**config.mk**
```make
export PLATFORM = sky130hd
export DESIGN_NAME = mpu_fault_log_flat
export DESIGN_NICKNAME = d
export VERILOG_FILES = /design/src/rtl/mpu_fault_log_if.sv /design/src/rtl/mpu_fault_log.sv /design/src/flat_wrapper.sv
export SDC_FILE = /design/constraint.sdc
export NUM_CORES = 1
export LEC_CHECK = 0
export ABC_CLOCK_PERIOD_IN_PS = 9600
export CAP_MARGIN = 20
export CORE_MARGIN = 2
export CORE_UTILIZATION = 58
export CTS_CLUSTER_DIAMETER = 80
export DETAILED_ROUTE_END_ITERATION = 6
export PLACE_DENSITY = 0.84
export SYNTH_ARGS = -nofsm -noshare
export SYNTH_HDL_FRONTEND = slang
export SYNTH_SLANG_ARGS = --single-unit
```
**constraint.sdc**
```tcl
create_clock -name clk -period 9.6 [get_ports clk]
set_clock_uncertainty 0.05 [all_clocks]
set_input_delay 2.88 -clock clk [delete_from_list [all_inputs] [get_ports clk]]
set_output_delay 2.88 -clock clk [all_outputs]
set_load 0.005 [all_outputs]
```
**src/rtl/mpu_fault_log_if.sv**
```systemverilog
// Bus bundle for mpu_fault_log: MPU violation reports plus the CPU register window.
// The master side is the requester (MPU/CPU); the slave side is the fault log.
interface mpu_fault_log_if;
   logic        fault_valid;
   logic [31:0] fault_pc;
   logic [21:0] fault_addr;
   logic [3:0]  fault_wstrb;

   logic        reg_valid;
   logic        reg_ready;
   logic [21:0] reg_addr;
   logic [31:0] reg_wdata;
   logic [3:0]  reg_wstrb;
   logic [31:0] reg_rdata;

   modport master (
      output fault_valid, fault_pc, fault_addr, fault_wstrb,
      output reg_valid, reg_addr, reg_wdata, reg_wstrb,
      input  reg_ready, reg_rdata
   );

   modport slave (
      input  fault_valid, fault_pc, fault_addr, fault_wstrb,
      input  reg_valid, reg_addr, reg_wdata, reg_wstrb,
      output reg_ready, reg_rdata
   );
endinterface

```
**src/rtl/mpu_fault_log.sv**
```systemverilog
// MPU fault record FIFO with a memory-mapped drain window, sticky overflow,
// saturating drop counter and a level interrupt toward the CPU.
module mpu_fault_log #(
   parameter int unsigned DEPTH     = 4,
   parameter logic [21:0] BASE_ADDR = 22'h3F_FF00
) (
   input  logic                 clk,
   input  logic                 reset,
   mpu_fault_log_if.slave       bus,
   output logic                 irq
);

   localparam int unsigned PW = $clog2(DEPTH);
   localparam int unsigned CW = PW + 1;

   // Record storage: PC plus {wstrb, addr}; contents are don't-care when empty.
   logic [31:0] pc_mem   [DEPTH];
   logic [25:0] info_mem [DEPTH];

   logic [PW-1:0] rd_ptr, wr_ptr;
   logic [CW-1:0] count;
   logic          overflow;
   logic          irq_en;
   logic [7:0]    drop_cnt;
   logic          ready_q;
   logic [31:0]   rdata_q;

   logic [PW-1:0] rd_ptr_n, wr_ptr_n;
   logic [CW-1:0] count_n;
   logic          overflow_n, irq_en_n, irq_n;
   logic [7:0]    drop_cnt_n;
   logic          hit_c, acc_c, wr_c, stat_wr_c, pop_c, push_c, drop_c, w1c_c, empty_c;
   logic [1:0]    off_c;
   logic [25:0]   head_info_c;
   logic [31:0]   head_pc_c;
   logic [31:0]   rdata_c;
   logic          unused_c;

   assign bus.reg_ready = ready_q;
   assign bus.reg_rdata = rdata_q;
   assign unused_c = ^{bus.reg_addr[1:0], bus.reg_wdata[31:10], bus.reg_wdata[7:0]};

   // Decode of the bus access, FIFO movement and next register state.
   always_comb begin
      hit_c       = (bus.reg_addr[21:4] == BASE_ADDR[21:4]);
      acc_c       = bus.reg_valid & hit_c & ~ready_q;
      wr_c        = acc_c & (|bus.reg_wstrb);
      off_c       = bus.reg_addr[3:2];
      empty_c     = (count == '0);
      stat_wr_c   = wr_c & (off_c == 2'd0) & bus.reg_wstrb[1];
      w1c_c       = stat_wr_c & bus.reg_wdata[8];
      pop_c       = wr_c & (off_c == 2'd3) & ~empty_c;
      push_c      = bus.fault_valid & ((count != CW'(DEPTH)) | pop_c);
      drop_c      = bus.fault_valid & ~push_c;

      rd_ptr_n    = pop_c  ? rd_ptr + PW'(1) : rd_ptr;
      wr_ptr_n    = push_c ? wr_ptr + PW'(1) : wr_ptr;
      count_n     = count + CW'(push_c) - CW'(pop_c);
      irq_en_n    = stat_wr_c ? bus.reg_wdata[9] : irq_en;

      // A drop on the same edge as a W1C clear wins over the clear.
      overflow_n  = overflow;
      drop_cnt_n  = drop_cnt;
      if (drop_c) begin
         overflow_n = 1'b1;
         if (w1c_c)
            drop_cnt_n = 8'd1;
         else if (drop_cnt != 8'hFF)
            drop_cnt_n = drop_cnt + 8'd1;
      end else if (w1c_c) begin
         overflow_n = 1'b0;
         drop_cnt_n = 8'd0;
      end

      irq_n       = irq_en_n & ((count_n != '0) | overflow_n);

      head_pc_c   = empty_c ? 32'h0 : pc_mem[rd_ptr];
      head_info_c = empty_c ? 26'h0 : info_mem[rd_ptr];

      // Read data reflects state before this edge's side effects.
      unique case (off_c)
         2'd0:    rdata_c = {8'h00, drop_cnt, 6'h00, irq_en, overflow, 3'h0, 5'(count)};
         2'd1:    rdata_c = head_pc_c;
         2'd2:    rdata_c = {head_info_c[25:22], 3'h0, |head_info_c[25:22], 2'h0,
                             head_info_c[21:0]};
         default: rdata_c = 32'h0;
      endcase
   end

   always_ff @(posedge clk or posedge reset) begin
      if (reset) begin
         rd_ptr   <= '0;
         wr_ptr   <= '0;
         count    <= '0;
         overflow <= 1'b0;
         irq_en   <= 1'b1;
         drop_cnt <= 8'd0;
         ready_q  <= 1'b0;
         rdata_q  <= 32'h0;
         irq      <= 1'b0;
      end else begin
         rd_ptr   <= rd_ptr_n;
         wr_ptr   <= wr_ptr_n;
         count    <= count_n;
         overflow <= overflow_n;
         irq_en   <= irq_en_n;
         drop_cnt <= drop_cnt_n;
         ready_q  <= acc_c;
         rdata_q  <= acc_c ? rdata_c : 32'h0;
         irq      <= irq_n;
      end
   end

   always_ff @(posedge clk) begin
      if (push_c) begin
         pc_mem[wr_ptr]   <= bus.fault_pc;
         info_mem[wr_ptr] <= {bus.fault_wstrb, bus.fault_addr};
      end
   end

endmodule
```
**src/flat_wrapper.sv**
```systemverilog
// flat-port wrapper written by rule: the top's interface ports become plain ports
module mpu_fault_log_flat 
#(
   parameter int unsigned DEPTH     = 4,
   parameter logic [21:0] BASE_ADDR = 22'h3F_FF00
)
  (clk, reset, irq, bus_fault_valid, bus_fault_pc, bus_fault_addr, bus_fault_wstrb, bus_reg_valid, bus_reg_addr, bus_reg_wdata, bus_reg_wstrb, bus_reg_ready, bus_reg_rdata);
  mpu_fault_log_if bus_i ();
  input  logic clk;
  input  logic reset;
  output logic irq;
  input wire logic [$bits(bus_i.fault_valid)-1:0] bus_fault_valid;
  input wire logic [$bits(bus_i.fault_pc)-1:0] bus_fault_pc;
  input wire logic [$bits(bus_i.fault_addr)-1:0] bus_fault_addr;
  input wire logic [$bits(bus_i.fault_wstrb)-1:0] bus_fault_wstrb;
  input wire logic [$bits(bus_i.reg_valid)-1:0] bus_reg_valid;
  input wire logic [$bits(bus_i.reg_addr)-1:0] bus_reg_addr;
  input wire logic [$bits(bus_i.reg_wdata)-1:0] bus_reg_wdata;
  input wire logic [$bits(bus_i.reg_wstrb)-1:0] bus_reg_wstrb;
  output wire logic [$bits(bus_i.reg_ready)-1:0] bus_reg_ready;
  output wire logic [$bits(bus_i.reg_rdata)-1:0] bus_reg_rdata;
  assign bus_i.fault_valid = bus_fault_valid;
  assign bus_i.fault_pc = bus_fault_pc;
  assign bus_i.fault_addr = bus_fault_addr;
  assign bus_i.fault_wstrb = bus_fault_wstrb;
  assign bus_i.reg_valid = bus_reg_valid;
  assign bus_i.reg_addr = bus_reg_addr;
  assign bus_i.reg_wdata = bus_reg_wdata;
  assign bus_i.reg_wstrb = bus_reg_wstrb;
  assign bus_reg_ready = bus_i.reg_ready;
  assign bus_reg_rdata = bus_i.reg_rdata;
  mpu_fault_log #(.DEPTH(DEPTH), .BASE_ADDR(BASE_ADDR)) u_core (.clk(clk), .reset(reset), .bus(bus_i), .irq(irq));
endmodule
```
==> results.yml, run 1 <==
status:
  status: "finished clean"
floorplan:
  dieArea_um2: 19900
  start_util_pct: 58.6
  die_y_um: 141
  dieWidth_um: 141
  rows: 50
  core_um2: 18600
  ios: 154
power_and_ir_drop:
  power_frac_clock_pct: 32.8
  combPwrFrac_pct: 12.8
  p_switching_mw: 0.741
  p_per_area_nw_per_um2: 229
  intPower_mw: 2.28
  pwr-share-seq_pct: 54.4
  p_leak_nw: 4.47
  power_switching_share_pct: 24.5
  peakVddDrop_uv: 161
  power_mw: 3.02
clock_network:
  cts_buffers: 27
  cts_resized: 0
  clk_latency_ns: 0.53
  ctsHoldBuffers: 0
  clockBufferDepth: 3
  clkSinkCount: 283
  cts-root-buf: "clkbuf_16"
  cts.clk_slew.worst_paths_ns: 0.06
  post_cts_buffers: 0
  cts_tree: "built"
  cts_max_level: 1
finish:
  drive_above_1_share_pct: 19.7
  area_delta_synth_final_pct: 21.2
  regArea_um2: 8250
  diodes: 0
  fin_util_pct: 71.1
  multi_input_area_um2: 2500
  fillers: 1069
  nets: 812
  final_area_um2: 13200
synth:
  synthFlopType: "edfxtp_1"
  yosysWarnings: 0
  syn-mean-instance-area_um2: 19.8
  async_reset_ff_share_pct: 18.0
  ys_types: 53
  synth_nets: 677
  synth_enable_flop_cells: 232
  synthCells: 549
  ys_ff_latch: 283
  ys_seq_area_share_pct: 75.7
  syn_area_um2: 10900
timing:
  max_slew_margin_pct: 27.5
  rsz0062_at_grt: "no"
  fin_crit_sh_pct: 58.9
  setup_viol_count_final: 0
  worstMarginPinSlew_ns: 1.08
  drv_slew: 0
  timing.final.crit_period_ns: 5.65
  final_hold_viol_count: 0
  fmax_mhz: 177
  tns_ns: 0
critical_path:
  worstPathMaxFanout: 3
  critPathCaptureType: "flop"
  crit_start: "bus_reg_wstrb[1]"
  path_class: "input port to flop"
  cp-start-kind: "input port"
  rr_startpoint: "u_core.count[1]"
  worstPathArrival_ns: 6.00
  critPathRequiredTime_ns: 9.95
min_path:
  hp-start: "u_core.irq_en"
  hold_class: "flop to flop"
global_routing:
  grt_pass1_wl_mm: 34.6
  antenna_found_initial: 0
  grt_use_total_pct: 22.9
  grt_pass1_vias: 6190
  gr-total-overflow: 0
  grt_max_degree: 52
routing:
  vias: 5779
  wl_mm: 22.4
  wl_per_cell_um: 23.9
  vias_per_cell: 6.16
  first_pass_iters: 5
  drtIter0Drc: 582
  postRouteAntennaNets: 0
  drc_errors: 0
place:
  hpwl_mm: 13.3
  numPortBuffers: 121
  place.gp.congestion: 0.798
  dpl_cell_area_um2: 12400
run:
  cap_violations: 0
-- Yosys cell counts (2+ instances only) --
cell	instances	share of area, %
mux2i_1	2	0.18
o211ai_1	3	0.21
and2_1	2	0.11
inv_1	11	0.38
nand2_1	28	0.96
buf_2	7	0.32
a2bb2oi_1	3	0.24
dfrtp_1	50	11
nand4_1	11	0.63
buf_6	2	0.21
a22oi_1	26	1.8
a21oi_1	7	0.32
nor3b_2	2	0.23
nor4_1	2	0.11
edfxtp_1	232	64
nand4b_1	2	0.16
or4b_1	2	0.18
nor3b_1	2	0.14
mux2_4	2	0.28
nor3_2	2	0.18
nand3_1	3	0.14
nor2_1	20	0.69
and3_1	10	0.57
ha_1	7	0.80
o21ai_0	2	0.092
mux4_2	58	12
clkbuf_1	14	0.48
a21oi_2	6	0.48
nor3_1	2	0.092
or3_1	2	0.11
xnor2_1	5	0.40
-- cells in the final DEF (no fill, tap or decap), types with 7 or more instances in the layout --
cell type,Yosys,routed
inv_1,11,10
buf_4,1,9
a22oi_1,26,26
nor2_1,20,20
clkdlybuf4s50_1,0,121
dfrtp_1,50,48
clkbuf_16,0,27
mux4_2,58,58
nand4_1,11,11
edfxtp_1,232,232
ha_1,7,7
a21oi_1,7,7
nand2_1,28,28
clkinv_2,0,9
-- worst max-delay path, stage by stage --
cell and delay, ns:
clkdlybuf4s50_1 0.48, nor4_1 0.58, nor4_1 0.10, and3_1 0.21
ha_1 0.31, inv_1 0.06, ha_1 0.14, inv_1 0.06
fa_1 0.42, xnor2_1 0.22, xnor2_1 0.13, nor3_1 0.26
a21boi_1 0.14
-- per-layer routing --
metal | share of wire, % | global-route usage, % | routed length [um] | vias to the layer above
met5 | 0 | 0 | 0 | -
met4 | 1.4 | 5.58 | 315 | 0
met3 | 6.9 | 3.70 | 1550 | 31
met2 | 52 | 40.8 | 11800 | 241
met1 | 39 | 30.0 | 8820 | 3001
li1 | - | - | - | 2506
-- power by group through the flow --
stage | Clock (mW) | Sequential, mW | Combinational, mW
floorplan | 0 | 1.65 | 0.230
global placement | 0 | 1.64 | 0.361
detailed placement | 0 | 1.66 | 0.382
CTS | 1.01 | 1.64 | 0.392
global route | 1.05 | 1.66 | 0.418
finish | 0.991 | 1.64 | 0.387
-- cells by family after synthesis --
family / share of synthesized area, %
AOI/OAI and AO/OA: 3.78
xor gates and xnor gates: 0.402
DFF: 75.7
adders and majority gates: 0.988
muxes: 12.4
buffers and inverters: 1.49
and+or+nand+nor: 5.23
-- area by class of cell --
type	instances	area share, %
repair buffers	130	9.68
multi-input cells	230	19.0
flip-flops and latches	283	62.5
inverters	12	0.341
clock inverters	16	0.805
clock buffers	33	5.51
well taps	234	2.22
-- flip-flops by register name (all words and copies together) (netlist names), 2 cells and up --
name and flops:
u_core.bus.reg_rdata 32, u_core.count 3, u_core.drop_cnt 8, u_core.info_mem 104, u_core.pc_mem 128, u_core.rd_ptr 2
u_core.wr_ptr 2
-- through the flow --
step / hold slack (ns) / setup WS (ns) / instances
2_1_floorplan: 0.412 / 3.90 / 549
4_1_cts: 0.461 / 3.99 / 938
5_1_grt: 0.496 / 3.85 / 938
3_5_place_dp: 0.459 / 3.59 / 889
3_3_place_gp: 0.457 / 3.64 / 889
6_report: 0.465 / 3.95 / 938
-- worst paths after layout --
check	to	slack (ns)	cells after the start
max	u_core.irq	3.95	13
min	u_core.bus.reg_rdata[9]	0.46	2
max reg2reg	u_core.irq	6.41	12
min reg2reg	u_core.bus.reg_rdata[9]	0.46	2
max in group asynchronous	u_core.rd_ptr[0]	6.11	3
min in group asynchronous	u_core.bus.reg_rdata[12]	2.82	3
Note: power is estimated with default switching activity, not from simulation.
==> run 2: changes to the inputs <==
--- a/config.mk
+++ b/config.mk
@@ -5,13 +5,13 @@
 export SDC_FILE = /design/constraint.sdc
 export NUM_CORES = 1
 export LEC_CHECK = 0
-export ABC_CLOCK_PERIOD_IN_PS = 9600
+export ABC_CLOCK_PERIOD_IN_PS = 5500
 export CAP_MARGIN = 20
 export CORE_MARGIN = 2
-export CORE_UTILIZATION = 58
+export CORE_UTILIZATION = 54
 export CTS_CLUSTER_DIAMETER = 80
 export DETAILED_ROUTE_END_ITERATION = 6
-export PLACE_DENSITY = 0.84
+export PLACE_DENSITY = 0.79
 export SYNTH_ARGS = -nofsm -noshare
 export SYNTH_HDL_FRONTEND = slang
 export SYNTH_SLANG_ARGS = --single-unit
==> constraint.sdc (replaced) <==
create_clock -name clk -period 5.5 [get_ports clk]
set_clock_uncertainty 0.05 [all_clocks]
set_input_delay 1.65 -clock clk [delete_from_list [all_inputs] [get_ports clk]]
set_output_delay 1.65 -clock clk [all_outputs]
set_load 0.005 [all_outputs]
==> results.yml, run 2 (synthesized netlist as in run 1, its figures left out) <==
status:
  status: "finished clean"
critical_path:
  critPathRequiredTime_ns: 5.85
  r2r_end: "u_core.irq"
  crit_chain: "clkdlybuf4s50_1 -> or4_4 -> nor2_4 -> nand3_2 -> a21bo_2 -> inv_1 -> ha_1 -> inv_1 -> fa_1 -> xnor2_1 -> xnor2_1 -> nor3_1 -> a21boi_1"
  cpPeakStageDelay_ns: 0.57
  critPathCaptureType: "flop"
  reg2reg_depth: 12
  path_class: "input port to flop"
  reg2reg_slack_ns: 2.49
  critPathSlowestCell: "or4_4"
  worstPathMaxFanout: 4
  rr_startpoint: "u_core.bus.reg_ready"
  cp-start-kind: "input port"
  worstPathArrival_ns: 4.49
routing:
  first_pass_iters: 7
  wl_per_cell_um: 22.7
  drc_errors: 0
  vias: 5760
  vias_per_cell: 5.88
  drtIter0Drc: 554
  wl_mm: 22.2
  postRouteAntennaNets: 0
floorplan:
  core_um2: 19700
  die_y_um: 146
  dieArea_um2: 21300
  start_util_pct: 55.4
  dieWidth_um: 146
  rows: 51
  ios: 154
timing:
  rsz0062_at_grt: "no"
  worstMarginPinSlew_ns: 0.862
  worst_hold_slack_ns: 0.460
  tns_ns: 0
  max_slew_margin_pct: 42.5
  drv_slew: 0
  fin_crit_sh_pct: 75.2
  final_hold_viol_count: 0
  fmax_mhz: 242
  timing.final.crit_period_ns: 4.14
  setup_viol_count_final: 0
global_routing:
  grt_pass1_wl_mm: 35.1
  grt_use_total_pct: 21.3
  grt_pass1_vias: 6212
  grt_max_degree: 52
  antenna_found_initial: 1
  gr-total-overflow: 0
power_and_ir_drop:
  power_switching_share_pct: 24.1
  power_frac_clock_pct: 34.2
  p_per_area_nw_per_um2: 404
  pwr-share-seq_pct: 52.9
  p_switching_mw: 1.31
  p_leak_nw: 4.54
  combPwrFrac_pct: 12.9
  power_mw: 5.41
  peakVddDrop_uv: 257
  intPower_mw: 4.10
clock_network:
  cts_max_level: 1
  cts_buffers: 29
  clk_latency_ns: 0.54
  cts-root-buf: "clkbuf_16"
  cts.clk_slew.worst_paths_ns: 0.06
  post_cts_buffers: 0
  clockBufferDepth: 3
  ctsHoldBuffers: 0
  cts_tree: "built"
  clkSinkCount: 283
  cts_resized: 0
finish:
  fin_util_pct: 68.2
  mostFrequentLayoutCells: "edfxtp_1, clkdlybuf4s50_1, mux4_2"
  final_area_um2: 13400
  largest_register_ffs: 128
  final_common_cell: "edfxtp_1"
  top_register: "u_core.pc_mem"
  nets: 818
  area_delta_synth_final_pct: 23.0
  fillers: 1259
  drive_above_1_share_pct: 20.1
place:
  place.gp.congestion: 0.862
  dpl_cell_area_um2: 12500
  numPortBuffers: 121
  hpwl_mm: 13.3
min_path:
  hold_class: "flop to flop"
  hold_depth: 2
  hp-start: "u_core.irq_en"
  worstHoldEndpoint: "u_core.bus.reg_rdata[9]"
run:
  cap_violations: 0
==> run 2: routing by layer <==
metal / part of all wire [%] / wire length (um) / GRT usage [%]
met3: 5.4 / 1200 / 3.22
met5: 0 / 0 / 0
met1: 42 / 9330 / 29.1
met4: 2.4 / 533 / 7.14
met2: 50 / 11200 / 35.9
==> run 2: final cells by class <==
type	instances	area, um2	area share, %
antenna	1	2.50	0.0187
clock buffer	40	818	6.11
clock inverter	14	98.8	0.738
inverter	12	45.0	0.336
multi-input combinational	230	2500	18.7
sequential	283	8250	61.6
tap	265	332	2.48
timing repair buffer	134	1350	10.0
==> run 2: how the worst max path moves through the flow <==
stage	startpoint	endpoint
CTS	bus_reg_addr[5]	u_core.irq
global route	bus_reg_addr[5]	u_core.irq
finish	bus_reg_addr[5]	u_core.irq
global placement	bus_reg_addr[5]	u_core.irq
detailed placement	bus_reg_addr[5]	u_core.irq
floorplan	bus_reg_addr[5]	u_core.info_mem[0][0]
==> run 2: critical path: cells and delay by family <==
family | cells | cell delay, ns
and+or+nand+nor | 4 | 1.07
AOI/OAI and AO/OA | 2 | 0.40
xor gates and xnor gates | 2 | 0.30
adders and majority gates | 2 | 0.54
buffers and inverters | 3 | 0.54
==> run 2: stage by stage <==
stage | setup WS (ns) | instances
2_1_floorplan | 1.03 | 549
6_report | 1.36 | 979
5_1_grt | 1.27 | 979
4_1_cts | 1.39 | 978
3_5_place_dp | 0.847 | 924
3_3_place_gp | 0.960 | 924
==> run 2: power groups by stage <==
stage	clock network [mW]	registers, mW	logic, mW
after floorplan	0	2.87	0.401
after global placement	0	2.86	0.665
after detailed placement	0	2.90	0.697
after CTS	1.88	2.86	0.708
after global routing	1.97	2.89	0.760
final	1.85	2.86	0.698
